--- src/rtl/expr_pkg.sv ---
// Shared constants, state enumeration and operand validation for expr_tx.
// The TERM state only exists when EXPR_TX_TERM_EN is defined.
package expr_pkg;

    localparam logic [7:0] ZERO = 8'h30;
    localparam logic [7:0] PLUS = 8'h2B;
    localparam logic [7:0] STAR = 8'h2A;
    localparam logic [7:0] EQ   = 8'h3D;

    localparam int MAX_OPND = 8;

    typedef enum logic [1:0] {
        IDLE,
        DIG,
        OP
`ifdef EXPR_TX_TERM_EN
        ,
        TERM
`endif
    } state_e;

    // True when len is 1..MAX_OPND and every used operand nibble is a BCD digit.
    function automatic logic expr_ok(input logic [3:0] n, input logic [31:0] d);
        logic ok;
        ok = (n != 4'd0) && (n <= 4'(MAX_OPND));
        for (int k = 0; k < MAX_OPND; k++) begin
            if (k < int'(n) && d[4*k +: 4] > 4'd9) begin
                ok = 1'b0;
            end
        end
        return ok;
    endfunction

endpackage

--- src/rtl/expr_tx.sv ---
// Serialises a BCD operand/operator expression as ASCII, one character per cycle.
// Build option EXPR_TX_TERM_EN appends a trailing '=' and moves done onto it.
module expr_tx
    import expr_pkg::*;
(
    input  logic        clk,
    input  logic        clr,
    input  logic        start,
    input  logic [3:0]  len,
    input  logic [31:0] digits,
    input  logic [6:0]  ops,
    output logic [7:0]  out,
    output logic        out_valid,
    output logic        busy,
    output logic        done,
    output logic        err
);

    state_e      state_q, state_d;
    logic [3:0]  len_q, len_d;
    logic [31:0] digits_q, digits_d;
    logic [6:0]  ops_q, ops_d;
    logic [2:0]  opnd_q, opnd_d;
    logic [2:0]  opr_q, opr_d;
    logic [7:0]  out_q, out_d;
    logic        valid_q, valid_d;
    logic        done_q, done_d;
    logic        err_q, err_d;
    logic        last_opnd;

    assign last_opnd = ({1'b0, opnd_q} == (len_q - 4'd1));

    // The FSM runs one cycle ahead of the registered character outputs, so it is
    // back in IDLE while the final character is still on the output.
    always_comb begin
        state_d  = state_q;
        len_d    = len_q;
        digits_d = digits_q;
        ops_d    = ops_q;
        opnd_d   = opnd_q;
        opr_d    = opr_q;
        out_d    = 8'h00;
        valid_d  = 1'b0;
        done_d   = 1'b0;
        err_d    = 1'b0;

        case (state_q)
            IDLE: begin
                if (start) begin
                    if (expr_ok(len, digits)) begin
                        len_d    = len;
                        digits_d = digits;
                        ops_d    = ops;
                        opnd_d   = 3'd0;
                        opr_d    = 3'd0;
                        state_d  = DIG;
                    end else begin
                        err_d = 1'b1;
                    end
                end
            end
            DIG: begin
                out_d   = ZERO + {4'h0, digits_q[{opnd_q, 2'b00} +: 4]};
                valid_d = 1'b1;
                if (last_opnd) begin
`ifdef EXPR_TX_TERM_EN
                    state_d = TERM;
`else
                    state_d = IDLE;
                    done_d  = 1'b1;
`endif
                end else begin
                    state_d = OP;
                end
            end
            OP: begin
                out_d   = ops_q[opr_q] ? STAR : PLUS;
                valid_d = 1'b1;
                opnd_d  = opnd_q + 3'd1;
                opr_d   = opr_q + 3'd1;
                state_d = DIG;
            end
`ifdef EXPR_TX_TERM_EN
            TERM: begin
                out_d   = EQ;
                valid_d = 1'b1;
                done_d  = 1'b1;
                state_d = IDLE;
            end
`endif
            default: state_d = IDLE;
        endcase
    end

    always_ff @(posedge clk) begin
        if (clr) begin
            state_q  <= IDLE;
            len_q    <= 4'd0;
            digits_q <= 32'd0;
            ops_q    <= 7'd0;
            opnd_q   <= 3'd0;
            opr_q    <= 3'd0;
            out_q    <= 8'h00;
            valid_q  <= 1'b0;
            done_q   <= 1'b0;
            err_q    <= 1'b0;
        end else begin
            state_q  <= state_d;
            len_q    <= len_d;
            digits_q <= digits_d;
            ops_q    <= ops_d;
            opnd_q   <= opnd_d;
            opr_q    <= opr_d;
            out_q    <= out_d;
            valid_q  <= valid_d;
            done_q   <= done_d;
            err_q    <= err_d;
        end
    end

    assign out       = out_q;
    assign out_valid = valid_q;
    assign busy      = valid_q;
    assign done      = done_q;
    assign err       = err_q;

endmodule

--- config.mk ---
export PLATFORM = sky130hd
export DESIGN_NAME = expr_tx
export DESIGN_NICKNAME = d
export VERILOG_FILES = /design/src/rtl/expr_pkg.sv /design/src/rtl/expr_tx.sv
export SDC_FILE = /design/constraint.sdc
export NUM_CORES = 1
export LEC_CHECK = 0
export ABC_AREA = 1
export CAP_MARGIN = 10
export CORE_AREA = 2 2 102 104
export CTS_CLUSTER_DIAMETER = 40
export DETAILED_ROUTE_END_ITERATION = 8
export DIE_AREA = 0 0 104 106
export GPL_TIMING_DRIVEN = 0
export PLACE_DENSITY = 0.54
export SKIP_LAST_GASP = 1
export SLEW_MARGIN = 10
export SYNTH_ARGS = -nofsm -noshare
export SYNTH_HDL_FRONTEND = slang
export SYNTH_SLANG_ARGS = --single-unit
--- constraint.sdc ---
create_clock -name clk -period 2.1 [get_ports clk]
set_clock_uncertainty 0.05 [all_clocks]
set_input_delay 0.525 -clock clk [delete_from_list [all_inputs] [get_ports clk]]
set_output_delay 0.525 -clock clk [all_outputs]
set_load 0.01 [all_outputs]
* Word level (Yosys, flattened, before mapping)
Index checks and enable logic that the tools add are counted.
** Word-level totals
- Input port bits :: 46
- Register bits :: 62
- Output and inout bits :: 12
- Word-level logic and storage cells :: 84
** Cells by class
- Order comparisons :: 18
- Shift operators :: 1
- Eq/ne operators :: 5
- Reductions and logical operators :: 18
- Bitwise logic cells :: 3
- Add/sub/neg operators :: 4
- Mux-type cells :: 25
** Operator list (number)
- 4-bit > comparator, second input constant :: 8
- 32-bit by 6-bit variable part select with 4-bit output :: 1
- 3-bit by 4-bit < comparator with 1-bit output, first input constant :: 4
- 1-bit two-way mux :: 15
- 7-bit one-hot mux with 2 select lines :: 1
- 3-bit one-hot mux with 2 select lines :: 2
- 1-bit logical AND :: 9
- 1-bit by 4-bit < comparator with 1-bit output, first input constant :: 2
- 2-bit by 4-bit < comparator with 1-bit output, first input constant :: 2
- 6-bit by 4-bit adder with 7-bit output, first input constant :: 1
- 3-bit by 1-bit adder with 3-bit output, second input constant :: 2
- 2-bit two-way mux :: 3
- 3-bit two-way mux :: 2
- 2-bit one-hot mux with 3 select lines :: 1
- 3-bit AND reduction :: 2
- 3-bit by 4-bit == test with 1-bit output :: 1
- 4-bit <= comparator, second input constant :: 1
- 3-bit by 4-bit < comparator with 1-bit output, second input constant :: 1
- 2-bit inequality test, second input constant :: 2
- 4-bit nonzero test :: 1
- 2-bit OR reduction :: 2
- 4-bit by 1-bit subtractor with 4-bit output, second input constant :: 1
- 1-bit binary-select mux with 3-bit select :: 1
- 1-bit NOT :: 3
- other kinds (6) :: 6

* Depth between registers and ports, before layout
- Word-level depth :: 15
- Mapped depth :: 14
- Depth with buffers taken out :: 13

* Worst setup path after synthesis
Ideal clock, no wire load.
- Path kind :: input to register
- From :: input port len[0]
- To :: register digits_q[12]
- Data arrival time :: 1.565 ns
- Setup time :: 0.132 ns
- Data required time :: 1.918 ns
- Buffers on the path :: 2
- Cell stages on the path :: 10
- Setup slack :: 0.352 ns
- Cell sequence :: nor2_1 nand2_1 nand2_1 nand3_2 nor2_4 nand4_2 buf_4 buf_4 nand2_1 a21oi_1
** Between the ends
- Cells in the longest elaborated chain, start to end :: 13
- Elaborated cells on any way between the ends :: 30
- Those cells by class :: order compare: 9; mux: 10; reduce/logical: 11
** Ends and longest elaborated chain
- from (decl) :: RTL line expr_tx.sv:9 : input logic [3:0] len,
- 4-bit <= comparator, or another cell as far along :: RTL line expr_pkg.sv:25 : ok = (n != 4'd0) && (n <= 4'(MAX_OPND));
- 1-bit logical AND (on tied branches) :: RTL line expr_pkg.sv:25, expr_pkg.sv:27
- 1-bit two-way mux (7 in a row) :: RTL line expr_pkg.sv:27 : if (k < int'(n) && d[4*k +: 4] > 4'd9) begin
- 1-bit two-way mux * :: RTL line expr_pkg.sv:27
- 1-bit two-way mux * :: RTL line expr_tx.sv:49 : if (start) begin
- 1-bit two-way mux * :: RTL line expr_tx.sv:47 : case (state_q)
- 3-bit AND reduction (no line) *
- to (signal assigned) :: RTL line expr_tx.sv:110 : digits_q <= digits_d;
- to (decl) :: RTL line expr_tx.sv:21 : logic [31:0] digits_q, digits_d;
Every way passes the cells marked *; elsewhere a longest branch is shown, timed or not. The select of a mux whose other input is x is not followed.
A chain may end at the register's enable or synchronous reset.

* Worst setup path after layout
- From :: input port digits[1]
- To :: register digits_q[3]
** Between the ends
- Cells in the longest elaborated chain, start to end :: 13
** Ends and longest elaborated chain
- from (decl) :: RTL line expr_tx.sv:10 : input logic [31:0] digits,
- 4-bit > comparator :: RTL line expr_pkg.sv:27
- 1-bit logical AND :: RTL line expr_pkg.sv:27
- 1-bit two-way mux (8 in a row) :: RTL line expr_pkg.sv:27
- 1-bit two-way mux :: RTL line expr_tx.sv:49
- 1-bit two-way mux :: RTL line expr_tx.sv:47
- 3-bit AND reduction (no line)
No other way between the ends. The select of a mux whose other input is x is not followed.

==> flow_metrics.tcl <==
set metrics [dict create \
    status "finished clean" \
    cts_inserted_buffers 9 \
    peakVddDrop_uv 296 \
    start_util_pct 28.9 \
    dr.first_iter.drc_count 90 \
    busiest_layer "met2" \
    synth_commonest_cells "117 x nand2_1, 63 x a21oi_1, 59 x dfxtp_1, 38 x inv_1, 34 x nor2_1" \
    final_area_um2 3810 \
    seq_area_um2 1180 \
    grt_pass1_wl_um 12700 \
    crit_chain "clkdlybuf4s50_1 > o21ai_1 > o211ai_2 > nor2_4 > nand4_2 > buf_6 > buf_6 > nand2_1 > a21oi_1" \
    routed_wl_um 7840 \
    place.gp.congestion 0.824 \
    final.setup.tns_ns 0 \
    drive_above_1_share_pct 8.73 \
    diodes 0 \
    synth_top_area_cell "dfxtp_1" \
    worstHoldPathType "reg -> reg" \
    startpoint "digits[1]" \
    overflow 0 \
    max_stage_delay_ns 0.44 \
    route.detailed.drc 0 \
    rows 37 \
    rr_worst_depth 6 \
    drtPass1Iterations 5 \
    synthFlopType "dfxtp_1" \
    r2r_start "opnd_q[0]" \
    dp_hpwl_um 5980 \
    grt_pass1_vias 2576 \
    clk_pin_slew_worst_paths_ns 0.06 \
    critPathSlowestCell "clkdlybuf4s50_1" \
    r2r-end "out[2]" \
    rsz0062_at_grt "no" \
    avgViaCountPerCell 4.43 \
    nets 530 \
    cts_tree "built" \
    maxSlewHeadroom_pct 63.3 \
    io_buffer_count 54 \
    crit_fanout 10 \
    die_w_um 104 \
    yosysTopAreaCellShare_pct 40.9 \
    tightest_slew_ns 0.550 \
    antenna_found_initial 0 \
    cts-htree-levels 3 \
    clock_path_buffers 2 \
    setup_viol 0 \
    crit_path_end_kind "flop" \
    area_growth_pct 31.8 \
    synth_cells 411 \
    clock_latency_ns 0.34 \
    hold_violations 0 \
    p_leak_nw 1.39 \
    grt_max_degree 11 \
    holdPathStages 2 \
    slew_viol_final 0 \
    gr-usage-met3_pct 3.74 \
    synth_area_leaders "dfxtp_1 41%, nand2_1 15%, a21oi_1 11%, inv_1 4.9%, nor2_1 4.4%" \
    grt_util_met1_pct 18.9 \
    ios 58 \
    netlist_area_um2 2890 \
    p_per_area_nw_per_um2 730 \
    crit_path_end "digits_q[3]" \
    min_period_ns 1.93 \
    yosysUniqueCellTypes 34 \
    grt_use_total_pct 14.8 \
    async_flop_share_pct 0 \
    cp-start-kind "input port" \
    place_area_um2 3600 \
    max_cap_viol_count 0 \
    fmax_mhz 517 \
    critPathKind "in -> reg" \
    vias 2734 \
    synth_edf_count 0 \
    crit_arrival_ns 2.09 \
    ctsHoldBuffers 0 \
    synth-seq-cells 59 \
    core_area_um2 10000 \
    die_y_um 106 \
    cts_root_buf "clkbuf_8" \
    ys_seq_area_share_pct 40.9 \
    final.fill_count 1085 \
    multi_input_area_um2 1420 \
    yosysWarnings 0 \
    clock_sinks 59 \
    worst-r2r-setup-slack_ns 0.29 \
    post-route-period-util_pct 92.1 \
    avgSynthCellArea_um2 7.03 \
    routedWlPerCell_um 12.7 \
    detail-route-antenna-nets 0 \
    cpMostUsedCell "buf_6" \
    dieArea_um2 11000 \
    yosysMostFrequentCell "nand2_1" \
    cp.required_ns 2.25 \
    use_met2_pct 23.8 \
]
==> registers in the layout (all words and copies together), names as in the netlist, 2 cells and up <==
register	count
state_q	2
opnd_q	3
ops_q	7
digits_q	32
len_q	4
out	5
opr_q	3
==> metrics by stage <==
stage | std cells | hold slack [ns] | power, mW | worst slack [ns] | util, %
6_report | 617 | 0.411 | 2.78 | 0.166 | 38.1
5_1_grt | 617 | 0.427 | 2.93 | 0.00126 | 38.1
4_1_cts | 617 | 0.410 | 2.80 | 0.0104 | 37.8
3_5_place_dp | 602 | 0.401 | 1.86 | -0.465 | 36.0
3_3_place_gp | 602 | 0.402 | 1.86 | -0.449 | 36.0
2_1_floorplan | 412 | 0.390 | 1.59 | 0.352 | -
==> power by group <==
part | total [mW] | internal (mW) | switching (mW)
Clock | 0.950 | 0.515 | 0.435
Sequential | 1.21 | 1.17 | 0.0358
Combinational | 0.625 | 0.269 | 0.356
Total | 2.78 | 1.95 | 0.826
==> how the worst min path moves through the flow <==
stage	start	to	slack, ns
floorplan	digits_q[13]	digits_q[13]	0.39
global placement	digits_q[15]	digits_q[15]	0.40
detailed placement	digits_q[15]	digits_q[15]	0.40
CTS	digits_q[15]	digits_q[15]	0.41
global route	digits_q[29]	digits_q[29]	0.43
finish	digits_q[15]	digits_q[15]	0.41
==> placed cells by master (no fill, tap or decap), types with 2 or more instances in the layout <==
| cell | count |
|---|---|
| clkbuf_2 | 2 |
| o211ai_1 | 5 |
| dfxtp_1 | 59 |
| xnor2_1 | 3 |
| buf_4 | 5 |
| inv_1 | 38 |
| nand2_1 | 117 |
| xor2_1 | 2 |
| conb_1 | 2 |
| o21ai_0 | 21 |
| a21oi_1 | 63 |
| nand2_2 | 2 |
| nand3_1 | 12 |
| nor2_2 | 3 |
| clkdlybuf4s50_1 | 50 |
| ha_1 | 7 |
| nor3_1 | 2 |
| buf_2 | 2 |
| nor2_1 | 32 |
| dlygate4sd2_1 | 3 |
| a31oi_1 | 2 |
| clkinv_2 | 2 |
| nand4_1 | 2 |
| clkbuf_8 | 12 |
| clkbuf_1 | 10 |
| buf_6 | 7 |
| nor2_4 | 2 |
==> kinds of logic (layout without fill, tap and decap cells) <==
kind of cell	count (synthesis)	after routing	synth area share, %
compound gates	96	96	17.6
xor+xnor	5	5	1.52
fa+ha+maj	7	7	3.03
buf+inv	64	133	10.3
flops	59	59	40.9
other cells	1	2	0.130
simple gates	179	179	26.5
==> worst max-delay path: cells and delay by family <==
family,cells,cell delay [ns]
buf+inv,3,0.76
compound gates,3,0.41
simple gates,3,0.39
==> timing repair <==
action | in CTS | in global routing
pin swaps | 2 | 2
setup buffers | 0 | 1
resized for setup | 5 | 10
setup endpoints to repair | 45 | 46
==> layer usage <==
layer	vias up	share of wire, %
met5	-	0
met4	0	1.9
met3	12	3.6
met2	53	46
met1	1223	49
li1	1446	-
==> final cells by class <==
type	instances	area share, %
plain buffers	24	4.27
inverters	39	3.84
flip-flops and latches	59	31.0
clock buffers	13	4.43
multi-input cells	289	37.4
repair buffers	55	14.4
clock inverters	2	0.263
well taps	136	4.47
No activity file was read; power rests on OpenSTA's default activity.
